$ cat config.mk
export PLATFORM = sky130hd
export DESIGN_NAME = tlb_refill_flat
export DESIGN_NICKNAME = d
export VERILOG_FILES = /design/src/rtl/tlb_refill_pkg.sv /design/src/rtl/tlb_refill_if.sv /design/src/rtl/tlb_refill_victim_sel.sv /design/src/rtl/tlb_refill.sv /design/src/flat_wrapper.sv
export SDC_FILE = /design/constraint.sdc
export NUM_CORES = 1
export LEC_CHECK = 0
export CAP_MARGIN = 10
export CORE_UTILIZATION = 25
export CTS_CLUSTER_SIZE = 28
export DETAILED_ROUTE_END_ITERATION = 7
export GPL_TIMING_DRIVEN = 0
export HOLD_SLACK_MARGIN = 0.02
export MAX_ROUTING_LAYER = met4
export PLACE_DENSITY = 0.52
export SLEW_MARGIN = 0
export SYNTH_ARGS = -nofsm -noshare
export SYNTH_HDL_FRONTEND = slang
export SYNTH_HIERARCHICAL = 1
export SYNTH_SLANG_ARGS = --single-unit
$ cat constraint.sdc
create_clock -name clk -period 6.25 [get_ports clk]
set_input_delay 1.5625 -clock clk [delete_from_list [all_inputs] [get_ports clk]]
set_output_delay 1.5625 -clock clk [all_outputs]
set_load 0.05 [all_outputs]
$ cat src/rtl/tlb_refill_pkg.sv
// tlb_refill_pkg: shared geometry, field widths, permission bit positions and FSM encoding for the TLB refill path
package tlb_refill_pkg;
    localparam int NUM_WAYS       = 4;
    localparam int NUM_SETS       = 16;
    localparam int SET_INDEX_BITS = 4;
    localparam int WAY_BITS       = $clog2(NUM_WAYS);
    localparam int VPN_W          = 20;
    localparam int PPN_W          = 20;
    localparam int PERM_BITS      = 2;
    localparam int PERM_R         = 0;
    localparam int PERM_W         = 1;
    typedef enum logic [2:0] {
        S_IDLE,
        S_REQ,
        S_WAIT,
        S_WRITE,
        S_DONE,
        S_DRAIN
    } state_t;
endpackage

$ cat src/rtl/tlb_refill_if.sv
// tlb_refill_if: miss, page-table-walk, array-write and completion signals of the refill block
// master: lookup/walker/array side; slave: tlb_refill itself
interface tlb_refill_if;
    import tlb_refill_pkg::*;
    logic                      miss_valid;
    logic                      miss_ready;
    logic [VPN_W-1:0]          miss_vpn;
    logic                      ptw_req_valid;
    logic                      ptw_req_ready;
    logic [VPN_W-1:0]          ptw_req_vpn;
    logic                      ptw_resp_valid;
    logic [PPN_W-1:0]          ptw_resp_ppn;
    logic [PERM_BITS-1:0]      ptw_resp_perms;
    logic                      ptw_resp_fault;
    logic [NUM_WAYS-1:0]       set_way_valid;
    logic                      wr_en;
    logic [SET_INDEX_BITS-1:0] wr_set;
    logic [WAY_BITS-1:0]       wr_way;
    logic [VPN_W-1:0]          wr_vpn;
    logic [PPN_W-1:0]          wr_ppn;
    logic [PERM_BITS-1:0]      wr_perms;
    logic                      done_valid;
    logic                      done_fault;
    logic                      flush;
    modport master (
        output miss_valid, miss_vpn, ptw_req_ready, ptw_resp_valid, ptw_resp_ppn,
               ptw_resp_perms, ptw_resp_fault, set_way_valid, flush,
        input  miss_ready, ptw_req_valid, ptw_req_vpn, wr_en, wr_set, wr_way,
               wr_vpn, wr_ppn, wr_perms, done_valid, done_fault
    );
    modport slave (
        input  miss_valid, miss_vpn, ptw_req_ready, ptw_resp_valid, ptw_resp_ppn,
               ptw_resp_perms, ptw_resp_fault, set_way_valid, flush,
        output miss_ready, ptw_req_valid, ptw_req_vpn, wr_en, wr_set, wr_way,
               wr_vpn, wr_ppn, wr_perms, done_valid, done_fault
    );
endinterface

$ cat src/rtl/tlb_refill_victim_sel.sv
// tlb_refill_victim_sel: picks the lowest invalid way, falling back to the set's round-robin pointer when all are valid
// valid: per-way valid bits; rr_ptr: round-robin pointer of the set; way: victim; use_rr: fallback taken
module tlb_refill_victim_sel
    import tlb_refill_pkg::*;
(
    input  logic [NUM_WAYS-1:0] valid,
    input  logic [WAY_BITS-1:0] rr_ptr,
    output logic [WAY_BITS-1:0] way,
    output logic                use_rr
);
    always_comb begin
        use_rr = &valid;
        way    = rr_ptr;
        for (int i = NUM_WAYS - 1; i >= 0; i--)
            if (!valid[i]) way = WAY_BITS'(i);
    end
endmodule

$ cat src/rtl/tlb_refill.sv
// tlb_refill: accepts a TLB miss, runs one page-table walk, picks a victim way and writes the TLB array
// clk/rst_n: clock and async active-low reset; bus: slave side of tlb_refill_if
module tlb_refill
    import tlb_refill_pkg::*;
(
    input logic         clk,
    input logic         rst_n,
    tlb_refill_if.slave bus
);
    state_t                    state, state_nx;
    logic [VPN_W-1:0]          vpn_q;
    logic [PPN_W-1:0]          ppn_q;
    logic [PERM_BITS-1:0]      perms_q;
    logic                      fault_q;
    logic [WAY_BITS-1:0]       rr_ptr [NUM_SETS];
    logic [SET_INDEX_BITS-1:0] set_idx;
    logic [WAY_BITS-1:0]       vic_way;
    logic                      use_rr;
    logic                      wr_fire;
    logic                      resp_take;

    assign set_idx   = vpn_q[SET_INDEX_BITS-1:0];
    assign wr_fire   = (state == S_WRITE) && !bus.flush;
    assign resp_take = (state == S_WAIT) && bus.ptw_resp_valid && !bus.flush;

    tlb_refill_victim_sel u_victim (
        .valid  (bus.set_way_valid),
        .rr_ptr (rr_ptr[set_idx]),
        .way    (vic_way),
        .use_rr (use_rr)
    );

    always_ff @(posedge clk or negedge rst_n) begin
        if (!rst_n) begin
            state   <= S_IDLE;
            vpn_q   <= '0;
            ppn_q   <= '0;
            perms_q <= '0;
            fault_q <= 1'b0;
            for (int i = 0; i < NUM_SETS; i++) rr_ptr[i] <= '0;
        end else begin
            state <= state_nx;
            if (state == S_IDLE && bus.miss_valid && !bus.flush) vpn_q <= bus.miss_vpn;
            if (resp_take) begin
                ppn_q   <= bus.ptw_resp_ppn;
                perms_q <= {bus.ptw_resp_perms[PERM_W], bus.ptw_resp_perms[PERM_R]};
                fault_q <= bus.ptw_resp_fault;
            end
            if (bus.flush)
                for (int i = 0; i < NUM_SETS; i++) rr_ptr[i] <= '0;
            else if (wr_fire && use_rr)
                rr_ptr[set_idx] <= (rr_ptr[set_idx] == WAY_BITS'(NUM_WAYS - 1)) ? '0 : rr_ptr[set_idx] + WAY_BITS'(1);
        end
    end

    // Flush outranks every other transition; a request already handed to the
    // walker must have its response drained before a new miss is accepted.
    always_comb begin
        state_nx = state;
        case (state)
            S_IDLE:  state_nx = (bus.miss_valid && !bus.flush) ? S_REQ : S_IDLE;
            S_REQ:   state_nx = bus.flush ? (bus.ptw_req_ready ? S_DRAIN : S_IDLE)
                                          : (bus.ptw_req_ready ? S_WAIT : S_REQ);
            S_WAIT:  state_nx = bus.flush ? (bus.ptw_resp_valid ? S_IDLE : S_DRAIN)
                                          : (!bus.ptw_resp_valid ? S_WAIT : bus.ptw_resp_fault ? S_DONE : S_WRITE);
            S_WRITE: state_nx = bus.flush ? S_IDLE : S_DONE;
            S_DONE:  state_nx = S_IDLE;
            S_DRAIN: state_nx = bus.ptw_resp_valid ? S_IDLE : S_DRAIN;
            default: state_nx = S_IDLE;
        endcase
    end

    // miss_ready is gated by rst_n so every output reads 0 while reset is held.
    assign bus.miss_ready    = rst_n && (state == S_IDLE);
    assign bus.ptw_req_valid = (state == S_REQ);
    assign bus.ptw_req_vpn   = vpn_q;
    assign bus.wr_en         = wr_fire;
    assign bus.wr_set        = set_idx;
    assign bus.wr_way        = (state == S_WRITE) ? vic_way : '0;
    assign bus.wr_vpn        = vpn_q;
    assign bus.wr_ppn        = ppn_q;
    assign bus.wr_perms      = perms_q;
    assign bus.done_valid    = (state == S_DONE);
    assign bus.done_fault    = (state == S_DONE) && fault_q;
endmodule

$ cat src/flat_wrapper.sv
// flat-port wrapper written by rule: the top's interface ports become plain ports
module tlb_refill_flat import tlb_refill_pkg::*;
  (clk, rst_n, bus_miss_valid, bus_miss_vpn, bus_ptw_req_ready, bus_ptw_resp_valid, bus_ptw_resp_ppn, bus_ptw_resp_perms, bus_ptw_resp_fault, bus_set_way_valid, bus_flush, bus_miss_ready, bus_ptw_req_valid, bus_ptw_req_vpn, bus_wr_en, bus_wr_set, bus_wr_way, bus_wr_vpn, bus_wr_ppn, bus_wr_perms, bus_done_valid, bus_done_fault);
  tlb_refill_if bus_i ();
  input logic clk;
  input logic rst_n;
  input wire logic [$bits(bus_i.miss_valid)-1:0] bus_miss_valid;
  input wire logic [$bits(bus_i.miss_vpn)-1:0] bus_miss_vpn;
  input wire logic [$bits(bus_i.ptw_req_ready)-1:0] bus_ptw_req_ready;
  input wire logic [$bits(bus_i.ptw_resp_valid)-1:0] bus_ptw_resp_valid;
  input wire logic [$bits(bus_i.ptw_resp_ppn)-1:0] bus_ptw_resp_ppn;
  input wire logic [$bits(bus_i.ptw_resp_perms)-1:0] bus_ptw_resp_perms;
  input wire logic [$bits(bus_i.ptw_resp_fault)-1:0] bus_ptw_resp_fault;
  input wire logic [$bits(bus_i.set_way_valid)-1:0] bus_set_way_valid;
  input wire logic [$bits(bus_i.flush)-1:0] bus_flush;
  output wire logic [$bits(bus_i.miss_ready)-1:0] bus_miss_ready;
  output wire logic [$bits(bus_i.ptw_req_valid)-1:0] bus_ptw_req_valid;
  output wire logic [$bits(bus_i.ptw_req_vpn)-1:0] bus_ptw_req_vpn;
  output wire logic [$bits(bus_i.wr_en)-1:0] bus_wr_en;
  output wire logic [$bits(bus_i.wr_set)-1:0] bus_wr_set;
  output wire logic [$bits(bus_i.wr_way)-1:0] bus_wr_way;
  output wire logic [$bits(bus_i.wr_vpn)-1:0] bus_wr_vpn;
  output wire logic [$bits(bus_i.wr_ppn)-1:0] bus_wr_ppn;
  output wire logic [$bits(bus_i.wr_perms)-1:0] bus_wr_perms;
  output wire logic [$bits(bus_i.done_valid)-1:0] bus_done_valid;
  output wire logic [$bits(bus_i.done_fault)-1:0] bus_done_fault;
  assign bus_i.miss_valid = bus_miss_valid;
  assign bus_i.miss_vpn = bus_miss_vpn;
  assign bus_i.ptw_req_ready = bus_ptw_req_ready;
  assign bus_i.ptw_resp_valid = bus_ptw_resp_valid;
  assign bus_i.ptw_resp_ppn = bus_ptw_resp_ppn;
  assign bus_i.ptw_resp_perms = bus_ptw_resp_perms;
  assign bus_i.ptw_resp_fault = bus_ptw_resp_fault;
  assign bus_i.set_way_valid = bus_set_way_valid;
  assign bus_i.flush = bus_flush;
  assign bus_miss_ready = bus_i.miss_ready;
  assign bus_ptw_req_valid = bus_i.ptw_req_valid;
  assign bus_ptw_req_vpn = bus_i.ptw_req_vpn;
  assign bus_wr_en = bus_i.wr_en;
  assign bus_wr_set = bus_i.wr_set;
  assign bus_wr_way = bus_i.wr_way;
  assign bus_wr_vpn = bus_i.wr_vpn;
  assign bus_wr_ppn = bus_i.wr_ppn;
  assign bus_wr_perms = bus_i.wr_perms;
  assign bus_done_valid = bus_i.done_valid;
  assign bus_done_fault = bus_i.done_fault;
  tlb_refill u_core (.clk(clk), .rst_n(rst_n), .bus(bus_i));
endmodule
After elaboration in Yosys (flattened, before gate mapping)
Index checks and enable logic that the tools add are counted.
Storage, ports and cells
  output and inout bits: 73
  flip-flop bits (word level): 78
  logic and storage cells: 69
  input bits: 53
Operators by class
  magnitude comparators: 2
  add/sub/neg operators: 1
  bitwise gates (word level): 1
  reduce and logical (&&, ||, !) cells: 14
  eq/ne operators: 6
  multiplexer cells: 24
Operators by type and width (count)
  32-bit two-way mux: 2
  32-bit bitwise mux: 1
  3-bit two-way mux: 7
  2-bit two-way mux: 10
  3-bit case mux with 5 select lines: 1
  1-bit logical AND: 10
  2-bit binary-select mux with 4-bit select: 1
  2-bit demux with 4-bit select: 1
  3-bit by 2-bit equality test with 1-bit output, second input constant: 2
  3-bit equality test, second input constant: 2
  5-bit greater-or-equal comparator, second input constant: 1
  5-bit by 1-bit < comparator with 1-bit output, second input constant: 1
  4-bit NOT with 5-bit output: 1
  4-bit AND reduction: 1
  3-bit by 1-bit equality test with 1-bit output, second input constant: 1
  3-bit logical NOT: 1
  2-bit by 1-bit adder with 2-bit output, second input constant: 1
  2-bit equality test, second input constant: 1
  2-bit nonzero test: 1
  1-bit logical NOT: 1
  1-bit two-way mux: 1

Logic depth before layout (Yosys ltp)
  word-level depth: 9
  gate-level depth with buffers: 9
  mapped depth without buffers: 7

Hierarchy
The synthesis kept the hierarchy.
Modules (own cells, without submodules)
  tlb_refill: instances 1, area each 3797.4 µm², cells an instance 311
  tlb_refill_victim_sel: instances 1, area each 41.3 µm², cells an instance 7

Least setup slack after synthesis
OpenSTA, ideal clock, no wires.
  path type: input to output
  from: in rst_n
  to: out bus_miss_ready
  data arrival time: 3.152 ns
  stages on the path: 1
  data required time: 4.688 ns
  path buffers: 0
  slack: 1.536 ns
  path through: nor4b_1
Between the ends
  longest elaborated chain between the ends: 1
Ends and longest elaborated chain
  start, declared: line flat_wrapper.sv:6  | input logic rst_n;
  1-bit logical AND: line tlb_refill.sv:74  | assign bus.miss_ready = rst_n && (state == S_IDLE);
  end, declared: line flat_wrapper.sv:16  | output wire logic [$bits(bus_i.miss_ready)-1:0] bus_miss_ready;
Every way passes these cells.

Worst setup path in the final report
  from: in bus_flush
  to: out bus_wr_en
Between the ends
  longest elaborated chain between the ends: 2
Ends and longest elaborated chain
  start, declared: line flat_wrapper.sv:15  | input wire logic [$bits(bus_i.flush)-1:0] bus_flush;
  1-bit logical NOT: line tlb_refill.sv:23  | assign wr_fire = (state == S_WRITE) && !bus.flush;
  1-bit logical AND: line tlb_refill.sv:23
  end, declared: line flat_wrapper.sv:19  | output wire logic [$bits(bus_i.wr_en)-1:0] bus_wr_en;
Every way passes these cells.

==> flow_summary.ini <==
[status]
status = completed

[setup_path]
rr_worst_depth = 6
worstSetupEndpointType = primary output
cpPeakStageDelay_ns = 0.73
critPathArrivalTime_ns = 3.96
cp_max_fo = 10
reg2reg_from = u_core/bus.ptw_req_vpn[1]
crit_path_start_kind = primary input
crit_top_cell = clkdlybuf4s50_1
critPathKind = in2out
critical_path.startpoint = bus_flush
worstPathRequired_ns = 4.69
crit_path_cell_trace = clkdlybuf4s50_1 > clkbuf_1 > buf_1 > nor2_1 > clkdlybuf4s50_1
cp_slowest_cell = clkdlybuf4s50_1

[routing]
ant_nets = 0
routed_wirelength_um = 10200
wl_met1_um = 4610
wl_met2_um = 4630
route.detailed.drc = 0
dr_wl_met3_um = 822
dr.pass1.iters = 4
num_vias = 3016
top_layer = met4
viasPerCell = 4.68
wire_per_inst_um = 15.9
drtIter0Drc = 116

[clock_tree]
numCtsBuffers = 9
cts.sinks = 78
clock_latency_ns = 0.34
post_cts_buffers = 0
cts_tree = yes
ctsResizeCount = 0
cts-htree-levels = 3
ctsLongestPathBuffers = 2
clk_pin_slew_ns = 0.06
ctsHoldBuffers = 0
root_buffer = clkbuf_16

[sta]
final_hold_viol_count = 0
max-slew-margin-rel = 0.430
period_needed_ns = 5.52
fin_tns_setup_ns = 0
worstMarginPinSlew_ns = 0.843
setup_viol = 0
slew_violations = 0
finClkSkew_ns = 0.00614
timing.fmax_mhz = 181
period_share = 0.884
grt_setup_unrepaired = false

[logic_synthesis]
synth_top_family_by_area = multiplexers
synth-simple-area-share = 0.126
netlist_instances = 318
netlist.area_leader.share = 0.508
synth-compound-area-share = 0.0688
synth-async-reset-ratio = 1.00
yosysTopAreaCell = dfrtp_1
synth.avg_cell_area_um2 = 12.1
synth_edf_count = 0
yosys.area_share.xor_xnor = 0.00847
seq_area_frac_synth = 0.508
synth.distinct_cells = 45
synthTopCellsByArea = dfrtp_1 (51%), mux2_2 (13%), buf_4 (4.7%)
synthAdderAreaFrac = 0.00652
ys_ff_latch = 78
yosysWarnings = 6
synth_area_um2 = 3840
synth_mux_area_frac = 0.205
synth.most_common_cell = dfrtp_1
synth-main-ff-cell = dfrtp_1
synth_nets = 373
ys_top_cells_by_count = dfrtp_1 (78), mux2_2 (43), nor2_1 (27)

[layout]
fillCellCount = 1472
nets = 510
antenna_cells = 0
stdcell_count = 644
syn2layout_area_growth_pct = 47.3
design_area_um2 = 5650
drive_gt1_frac = 0.215

[power_and_ir_drop]
p_leak_nw = 2.47
peakVddDrop_v = 0.000355
p_per_area_nw_per_um2 = 538

[grt]
grt_max_degree = 53
grtUsageTotal = 0.141
grt_pass1_vias = 3171
grt_pass1_wl_um = 16700
grt_remaining_overflow = 0
grt_antenna_before_repair = 0

[die]
die_area_um2 = 15900
fp.dieH_um = 126
initial_utilization = 0.260
ios = 126
core_um2 = 14800
die_width_um = 126
num_rows = 44

[min_path]
min_path_type = reg2reg
hold_start = u_core/fault_q
worstHoldPathCells = 1

[placed_design]
place.gp.congestion = 0.727
dpl.hpwl_um = 7500
place_inst = 628
io_buffer_count = 125
place_area_um2 = 5350

[job]
cap_violations = 0
[final timing paths]
kind,to,slack (ns)
setup reg to reg,u_core/rr_ptr[11],3.81
min in group asynchronous,u_core/bus.wr_ppn[3],1.14
setup / recovery,bus_wr_en,0.73
hold / removal,u_core/fault_q,0.50
max in group asynchronous,u_core/rr_ptr[12],4.52
hold reg to reg,u_core/fault_q,0.50
[metal layers]
layer,global-route usage,up-vias
met5,-,-
li1,-,1391
met2,0.214,131
met4,0.0588,0
met1,0.176,1479
met3,0.0391,15
[worst max-delay path, delay by kind of cell]
family	cells	cell delay [ns]
buffers and inverters	4	2.24
and+or+nand+nor	1	0.15
[metrics by stage]
stage          hold slack (ns)  setup slack [ns]  power [mW]  utilization
3_5_place_dp             0.491             0.718        2.52        0.362
4_1_cts                  0.507             0.710        3.08        0.383
3_3_place_gp             0.483             -1.34        2.51        0.361
2_1_floorplan            0.470              1.54        1.94            -
5_1_grt                  0.524             0.578        3.18        0.383
6_report                 0.501             0.728        3.04        0.383
[state kept, by name (all words and copies together) (netlist names)]
signal                  flops
u_core/rr_ptr              32
u_core/bus.wr_perms         2
u_core/bus.wr_ppn          20
u_core/state                3
u_core/fault_q              1
u_core/bus.ptw_req_vpn     20
[cell type report]
class / instances / area [µm²] / share of cell area
Tap cell: 184 / 230 / 0.0407
Sequential cell: 78 / 1950 / 0.345
Buffer: 42 / 283 / 0.0500
Inverter: 3 / 11.3 / 0.00199
Timing Repair Buffer: 126 / 1280 / 0.226
Clock buffer: 10 / 239 / 0.0423
Multi-Input combinational cell: 195 / 1590 / 0.282
Clock inverter: 6 / 70.1 / 0.0124
[cell usage in the layout (no fill, tap or decap), types with 9 or more instances in the layout]
cell | netlist | routed
mux2_2 | 43 | 43
clkbuf_1 | 11 | 11
dfrtp_1 | 78 | 78
nand2_1 | 25 | 25
mux2i_1 | 10 | 10
o31ai_1 | 9 | 9
buf_4 | 24 | 25
clkdlybuf4s50_1 | 0 | 124
clkbuf_16 | 0 | 9
nand3_1 | 17 | 17
nor2_1 | 27 | 27
[cell families after synthesis]
kind of cell	Yosys count
and+or+nand+nor	97
DFF	78
muxes	61
buffers and inverters	45
AOI/OAI and AO/OA	33
xor gates and xnor gates	2
adders and majority gates	2
[power by group]
| part | internal (mW) | switching, mW |
|---|---|---|
| Clock | 0.323 | 0.217 |
| Sequential | 0.640 | 0.109 |
| Combinational | 0.663 | 1.09 |
| Total | 1.63 | 1.42 |
Note: power is estimated with default switching activity, not from simulation.
